File: src/rtl/dct_pkg.sv
// Shared types for the 2-D DCT pipeline (row pass, transpose, column pass).
// Latency: n/a (types and constants only).
// Backpressure: n/a.
package dct_pkg;

  localparam int N      = 8;
  localparam int COEF_W = 16;
  localparam int IDX_W  = $clog2(N);

  localparam logic [IDX_W-1:0] LAST_IDX = IDX_W'(N - 1);

  typedef logic signed [COEF_W-1:0] dct_coef_t;

  // One 8-lane vector; lane k lives at bits [k*COEF_W +: COEF_W].
  typedef dct_coef_t [N-1:0] vec8_t;

endpackage

File: src/rtl/dct_tbank.sv
// Single 8x8 coefficient register bank: row-wide write, column-wide read.
// Latency: write lands on the next rising edge; read is combinational.
// Backpressure: none; the parent decides when to write.
//
// Ports:
//   clk      clock
//   we       write enable for one full row
//   wr_row   row index being written
//   wr_data  8 lanes; lane k becomes element (wr_row, k)
//   rd_col   column index being read
//   rd_data  8 lanes; lane r is element (r, rd_col)
module dct_tbank
  import dct_pkg::*;
#(
  parameter int W = COEF_W
) (
  input  logic             clk,
  input  logic             we,
  input  logic [IDX_W-1:0] wr_row,
  input  logic [N*W-1:0]   wr_data,
  input  logic [IDX_W-1:0] rd_col,
  output logic [N*W-1:0]   rd_data
);

  // mem[row][col]; the row slice has the same lane layout as wr_data,
  // so a whole row is written in one assignment.
  logic [N-1:0][N-1:0][W-1:0] mem;

  // Contents are deliberately left unreset: a bank is only read after
  // all eight rows have been rewritten.
  always_ff @(posedge clk) begin
    if (we) begin
      mem[wr_row] <= wr_data;
    end
  end

  always_comb begin
    rd_data = '0;
    for (int r = 0; r < N; r++) begin
      rd_data[r*W +: W] = mem[r][rd_col];
    end
  end

endmodule

File: src/rtl/dct_transpose.sv
// Ping-pong 8x8 transpose: rows in, columns out, one vector per cycle sustained.
// Latency: column 0 is valid the cycle after row 7 is accepted.
// Backpressure: in_ready drops only while both banks hold unread blocks.
//
// Ports:
//   clk, rst_n             clock, asynchronous active-low reset
//   in_valid/in_ready      row handshake; in_data lane k = S[k] of the row
//   out_valid/out_ready    column handshake; out_data lane r = row r at the
//                          current column, zero when out_valid is low
//   out_last               marks column 7 of a block
module dct_transpose
  import dct_pkg::*;
#(
  parameter int W = COEF_W
) (
  input  logic           clk,
  input  logic           rst_n,
  input  logic           in_valid,
  output logic           in_ready,
  input  logic [N*W-1:0] in_data,
  output logic           out_valid,
  input  logic           out_ready,
  output logic [N*W-1:0] out_data,
  output logic           out_last
);

  logic [1:0]       full;
  logic             wb;
  logic             rb;
  logic [IDX_W-1:0] wr;
  logic [IDX_W-1:0] rc;

  logic             in_acc;
  logic             out_acc;
  logic             blk_done;
  logic             col_done;
  logic [1:0]       full_set;
  logic [1:0]       full_clr;
  logic [N*W-1:0]   rd_data0;
  logic [N*W-1:0]   rd_data1;

  // Both handshake outputs come straight from flag registers, so neither
  // depends combinationally on the opposite side's valid/ready.
  assign in_ready  = !full[wb];
  assign out_valid = full[rb];
  assign out_last  = out_valid && (rc == LAST_IDX);

  assign in_acc   = in_valid && in_ready;
  assign out_acc  = out_valid && out_ready;
  assign blk_done = in_acc && (wr == LAST_IDX);
  assign col_done = out_acc && (rc == LAST_IDX);

  // A write can only complete an EMPTY bank and a read can only drain a
  // FULL one, so set and clear never target the same bank in one cycle.
  assign full_set = blk_done ? (2'b01 << wb) : 2'b00;
  assign full_clr = col_done ? (2'b01 << rb) : 2'b00;

  always_ff @(posedge clk or negedge rst_n) begin
    if (!rst_n) begin
      full <= 2'b00;
      wb   <= 1'b0;
      rb   <= 1'b0;
      wr   <= '0;
      rc   <= '0;
    end else begin
      full <= (full | full_set) & ~full_clr;
      if (in_acc) begin
        wr <= wr + 1'b1;
        if (wr == LAST_IDX) begin
          wb <= ~wb;
        end
      end
      if (out_acc) begin
        rc <= rc + 1'b1;
        if (rc == LAST_IDX) begin
          rb <= ~rb;
        end
      end
    end
  end

  dct_tbank #(.W(W)) u_bank0 (
    .clk     (clk),
    .we      (in_acc && !wb),
    .wr_row  (wr),
    .wr_data (in_data),
    .rd_col  (rc),
    .rd_data (rd_data0)
  );

  dct_tbank #(.W(W)) u_bank1 (
    .clk     (clk),
    .we      (in_acc && wb),
    .wr_row  (wr),
    .wr_data (in_data),
    .rd_col  (rc),
    .rd_data (rd_data1)
  );

  always_comb begin
    out_data = '0;
    if (out_valid) begin
      out_data = rb ? rd_data1 : rd_data0;
    end
  end

endmodule

File: config.mk
export PLATFORM = sky130hd
export DESIGN_NAME = dct_transpose
export DESIGN_NICKNAME = d
export VERILOG_FILES = /design/src/rtl/dct_pkg.sv /design/src/rtl/dct_tbank.sv /design/src/rtl/dct_transpose.sv
export SDC_FILE = /design/constraint.sdc
export NUM_CORES = 2
export LEC_CHECK = 0
export ABC_AREA = 1
export BUFFER_PORTS_ARGS = -buffer_cell sky130_fd_sc_hd__buf_2
export CORE_MARGIN = 3
export CORE_UTILIZATION = 40
export DETAILED_ROUTE_END_ITERATION = 16
export PLACE_DENSITY_LB_ADDON = 0.1
export SLEW_MARGIN = 5
export SYNTH_ARGS = -nofsm -noshare
export SYNTH_HDL_FRONTEND = slang
export SYNTH_HIERARCHICAL = 1
export SYNTH_SLANG_ARGS = --single-unit
File: constraint.sdc
create_clock -name clk -period 6.3 [get_ports clk]
set_input_delay 1.26 -clock clk [delete_from_list [all_inputs] [get_ports clk]]
set_output_delay 1.26 -clock clk [all_outputs]
set_load 0.02 [all_outputs]
### Word level (Yosys, flattened, before mapping)

Cells that the tools add are included.

| word-level totals | value |
|---|---|
| register bits | 2,058 |
| latch bits | 0 |
| memory bits (writable) | 0 |
| memory bits (read-only) | 0 |
| input bits | 132 |
| output and inout bits | 131 |
| word-level logic and storage cells | 205 |
| memories | 0 |

| cells by class | value |
|---|---|
| add/subtract/negate cells | 2 |
| multipliers | 0 |
| div/mod/pow operators | 0 |
| magnitude comparators | 5 |
| eq/ne operators | 2 |
| shift operators | 2 |
| muxes and demuxes | 44 |
| bitwise logic cells | 5 |
| reductions and logical operators | 12 |

Operators with widths:

| operator | number |
|---|---|
| 1024-bit bitwise mux | 2 |
| 16-bit binary-select mux with 3-bit select | 16 |
| 128-bit demux with 3-bit select | 1 |
| 128-bit two-way mux | 3 |
| 16-bit two-way mux | 16 |
| 1-bit logical AND | 8 |
| 3-bit by 4-bit less-than comparator with 1-bit output, second input constant | 2 |
| 3-bit by 1-bit adder with 3-bit output, second input constant | 2 |
| 3-bit == test, second input constant | 2 |
| 1-bit by 2-bit less-than comparator with 1-bit output, second input constant | 2 |
| 1-bit two-way mux | 4 |
| 2-bit two-way mux | 2 |
| 2-bit AND reduction | 2 |
| 1-bit by 1-bit left shift with 2-bit output, first input constant | 2 |
| 3-bit by 1-bit greater-or-equal comparator with 1-bit output, second input constant | 1 |
| 2-bit bitwise AND | 1 |
| 1-bit logical NOT | 2 |
| 1-bit inverter | 2 |
| 2-bit inverter | 1 |
| 2-bit bitwise OR | 1 |

### Logic depth before layout (Yosys ltp)

| logic depth | value |
|---|---|
| depth after elaboration | 8 |
| depth in mapped cells | 13 |
| depth with buffers taken out | 10 |

### Hierarchy

The synthesis kept the hierarchy.

By module, submodules not included:

| module | instances | cells each | area each (um2) |
|---|---|---|---|
| dct_tbank | 2 | 4,442 | 44,500.2 |
| dct_transpose | 1 | 741 | 3,230.6 |

### Least setup slack after synthesis

No wires, ideal clock.

| timing path | value |
|---|---|
| path type | input to register |
| start | input in_valid |
| end | register u_bank0/mem[128] (netlist name) (enable) |
| arrival time | 7,043 ps |
| required time | 5,682 ps |
| path slack | -1,360 ps |
| cell stages on the path | 4 |
| cell sequence | nand3_1 > nor2_1 > nand2_1 > nor2_1 |

| on the way | value |
|---|---|
| word-level cells in the longest chain between the ends | 2 |

Ends and longest elaborated chain:

| item | RTL line | source |
|---|---|---|
| start, declared | dct_transpose.sv:18 | `input logic in_valid,` |
| 1-bit logical AND | dct_transpose.sv:48 | `assign in_acc = in_valid && in_ready;` |
| 1-bit logical AND | dct_transpose.sv:84 | `.we (in_acc && !wb),` |
| end signal, assigned by index | dct_tbank.sv:33 | `mem[wr_row] <= wr_data;` |
| end, declared | dct_tbank.sv:27 | `logic [N-1:0][N-1:0][W-1:0] mem;` |

Every way passes these cells.
A chain may end at the register's enable or synchronous reset.

### Final worst setup path

| timing path | value |
|---|---|
| start | register rc[0] |
| end | output out_data[99] |

| on the way | value |
|---|---|
| word-level cells in the longest chain between the ends | 4 |
| elaborated cells on any way between the ends | 6 |
| those cells by class | mux: 6 |

Ends and longest elaborated chain:

| item | RTL line | source |
|---|---|---|
| start, declared | dct_transpose.sv:31 | `logic [IDX_W-1:0] rc;` |
| start signal, assigned | dct_transpose.sv:74 | `rc <= rc + 1'b1;` |
| 16-bit binary-select mux with 3-bit select | dct_tbank.sv:40 | `rd_data[r*W +: W] = mem[r][rd_col];` |
| 16-bit two-way mux (not written as such) | dct_tbank.sv:40 |  |
| named net rd_data1[99] | dct_transpose.sv:40 | `logic [N*W-1:0] rd_data1;` |
| 128-bit two-way mux | dct_transpose.sv:103 | `out_data = rb ? rd_data1 : rd_data0;` |
| 128-bit two-way mux | dct_transpose.sv:102 | `if (out_valid) begin` |
| end, declared | dct_transpose.sv:23 | `output logic [N*W-1:0] out_data,` |

The timed path passes the listed nets, and every way through them passes these cells. The select of a mux whose other input is x is not followed.

==> impl_results.md <==
- Ys async rst share: 0.00486
- Drt initial violations: 6316
- Layout cells sized above 1: 0.0726
- Pint: 0.0272 W
- Post-route minimum period: between 5000 and 6000 ps
- WHS: about 300 ps
- Die Wd: 486 µm
- Post-synth cell types: 23
- Syn Area/Cell: 9.58 µm²
- RSZ-0062 raised after global routing: false
- Vias in the first global route: roughly 59000
- Worst Tran Pin Value: 1400 ps
- Slew HR: 0.0671
- Status: finished clean
- Commonest cells post-synth: 3858 x nand2_1, 2180 x inv_1, 2048 x edfxtp_1
- Clock sinks: 2058
- Setup ws final: roughly 640 ps
- Clock power share: 0.264
- Synth warn: 6
- Root Driver: clkbuf_16
- Adder-cell share of the synthesized area: 0.000543
- Initial Util: 0.404
- Via/cell ratio: a little under 5
- IO Count: 263
- CTS H-tree depth: 4
- Area Overhead vs Synth: 12.4%
- Compound-Gate Fraction of Synth Area: 0.000285
- CP Class: flop to primary output
- Switching Share: 0.429
- Synth Register Bits: 2058
- Final Slew Violations: 0
- Post CTS Setup Buffer Count: 0
- # rows: 175
- Skew-Pair Late Insertion Delay: 870 ps
- First-pass GRT wire length: 447000 µm
- Post-synth EDFFs: 2048
- Antenna-violating nets left: 0
- Routed wire length: roughly 320000 µm
- Total power: 0.0477 W
- GP Congestion: 0.843
- Simple-gate share of the synthesized area: 0.215
- Flop pwr share: 0.340
- Critical Path RT: 5040 ps
- Detailed Routing Iterations Pass 1: 6
- Cts hold-fix bufs: 0
- Syn Nets: 9761
- GRT Resource Usage Total: 0.263
- Synth area leaders: edfxtp_1 67%, nand2_1 16%, inv_1 8.9%, nand3_1 5.6%, buf_2 1.7%
- Post-synthesis xor/xnor area fraction: 0.000190
- Core area: between 0.2 and 0.25 mm²
- Reg-to-reg slack, setup: 2840 ps
- CTS clk-pin slew, worst paths: 60 ps
- Worst Path Max Fanout: 126
- Avg WL per Cell: 24.2 µm
- Final period utilization: 0.898
- Final Net Count: 9924
- Max Clock Freq: about 180 MHz
- Crit path DAT: 4400 ps
- Most frequent cell after synthesis: nand2_1
- Area share of the largest cell type after synthesis: 0.667
- Post_cts resized: 0
- # setup viols final: 0
- Synth Flop Type: edfxtp_1
- Sw power: 0.0205 W
- Clock Path Buffers: 3
- Endpoint class of the critical path: primary output
- Yosys top cell by area: edfxtp_1
- Min-delay worst type: input pin to async pin
- Largest family of logic cells by synthesized area: simple AND/OR/NAND/NOR gates
- Worst vdd ir: just under 0.0006 V
- Register area share after synthesis: 0.670
- Static leakage: 48.3 nW
- Remaining DRCs: 0
- Pwr/cell area: 460 mW/mm²
- DP Wirelength: 190000 µm
- Hold Vio Cnt, Final: 0
- Pin count of the biggest net entering global routing: 177
- Pre-CTS WS: 1630 ps
- Post-synthesis instance total: 9625
- Max-Cap Viols: 0
- TritonCTS clock tree: done
- Die area: 0.236 mm²
- Num CTS Buffers: 223
- Die Span Y: 486 µm
- CP startpoint kind: flop
- Fin Clk Skew: 66.4 ps
- Post-synthesis mux area share: 0
- Initial antenna violation count: 71
- Port Buf Inserts: ~260
- Synth Cell Area: 0.0922 mm²
- Routed via count: 64200
- Comb pwr share: 0.396
- Gr ovfl total: 0
- Setup tns final: 0 ps
## power by group through the flow
| stage | combinational (W) | clock [W] | sequential [W] |
|---|---|---|---|
| final | 0.0189 | 0.0126 | 0.0162 |
| after global routing | 0.0204 | 0.0134 | 0.0163 |
| after global placement | 0.0189 | 0 | 0.0165 |
| after floorplan | 0.0111 | 0 | 0.0164 |
| after detailed placement | 0.0189 | 0 | 0.0165 |
| after CTS | 0.0189 | 0.0129 | 0.0162 |
## cell type report
class	count	area, µm²
Antenna cell	27	67.6
Clock buffer	286	5880
Clock inverter	126	1090
Fill cell	21600	125000
Inverter	2195	8300
Multi-Input combinational cell	4933	20000
Sequential cell	2058	61800
Tap cell	3009	3760
Timing Repair Buffer	377	2780
## per-layer routing
metal / part of all wire / vias up / global-route usage
met1: 0.45 / 31600 / 0.381
met2: 0.45 / 2141 / 0.409
met4: 0.032 / 26 / 0.0837
met3: 0.062 / 395 / 0.0363
li1: - / 30000 / -
met5: 0.00053 / - / 0
## worst paths after layout
path	depth (start not counted)	to	startpoint
worst max-delay path	12	out_data[99]	rc[0]$_DFFE_PN0P_
worst min-delay path	1	rc[2]$_DFFE_PN0P_	rst_n
worst max register to register	7	u_bank0/mem[685]$_DFFE_PP_	wb$_DFFE_PN0N_
worst min register to register	2	wb$_DFFE_PN0N_	wb$_DFFE_PN0N_
max in group asynchronous	1	rc[1]$_DFFE_PN0P_	rst_n
min in group clk	2	wb$_DFFE_PN0N_	wb$_DFFE_PN0N_
## stage by stage
step,cells,utilization,cell area (µm²)
6_report,13000,0.454,104000
5_1_grt,13000,0.454,104000
4_1_cts,13000,0.454,104000
3_5_place_dp,12600,0.423,96600
3_3_place_gp,12600,0.423,96600
2_1_floorplan,9625,-,92200
## registers in the layout, indices dropped and copies added, names as in the netlist
| name | count |
|---|---|
| u_bank0/mem | 1024 |
| wr | 3 |
| rc | 3 |
| wb | 1 |
| u_bank1/mem | 1024 |
| rb | 1 |
| full | 2 |
## cells by family after synthesis
logic type / Yosys count
and+or+nand+nor: 4923
adders and majority gates: 4
xor gates and xnor gates: 2
buffers and inverters: 2634
DFF: 2058
AOI/OAI and AO/OA: 4
## cell usage in the layout (no fill, tap or decap), types with 12 or more instances in the layout
cell / n
nand2_2: 12
inv_1: 2178
buf_2: 262
clkinv_2: 37
clkbuf_1: 57
nand2_1: 3858
buf_12: 48
clkinv_1: 59
edfxtp_1: 2048
clkbuf_16: 223
buf_4: 67
nor2_4: 16
diode_2: 27
nand3_1: 1029
## critical path, stage by stage, from the launching register on
cell     delay (ps)
dfrtp_4         920
inv_16          340
buf_4           480
nand2_1         110
nand3_1          60
nand2_1         170
nand2_1         110
nand2_1         100
nand2_1          50
nand2_1         200
nand2_1         170
inv_1           310
buf_2           240
Note: power is estimated with default switching activity, not from simulation.
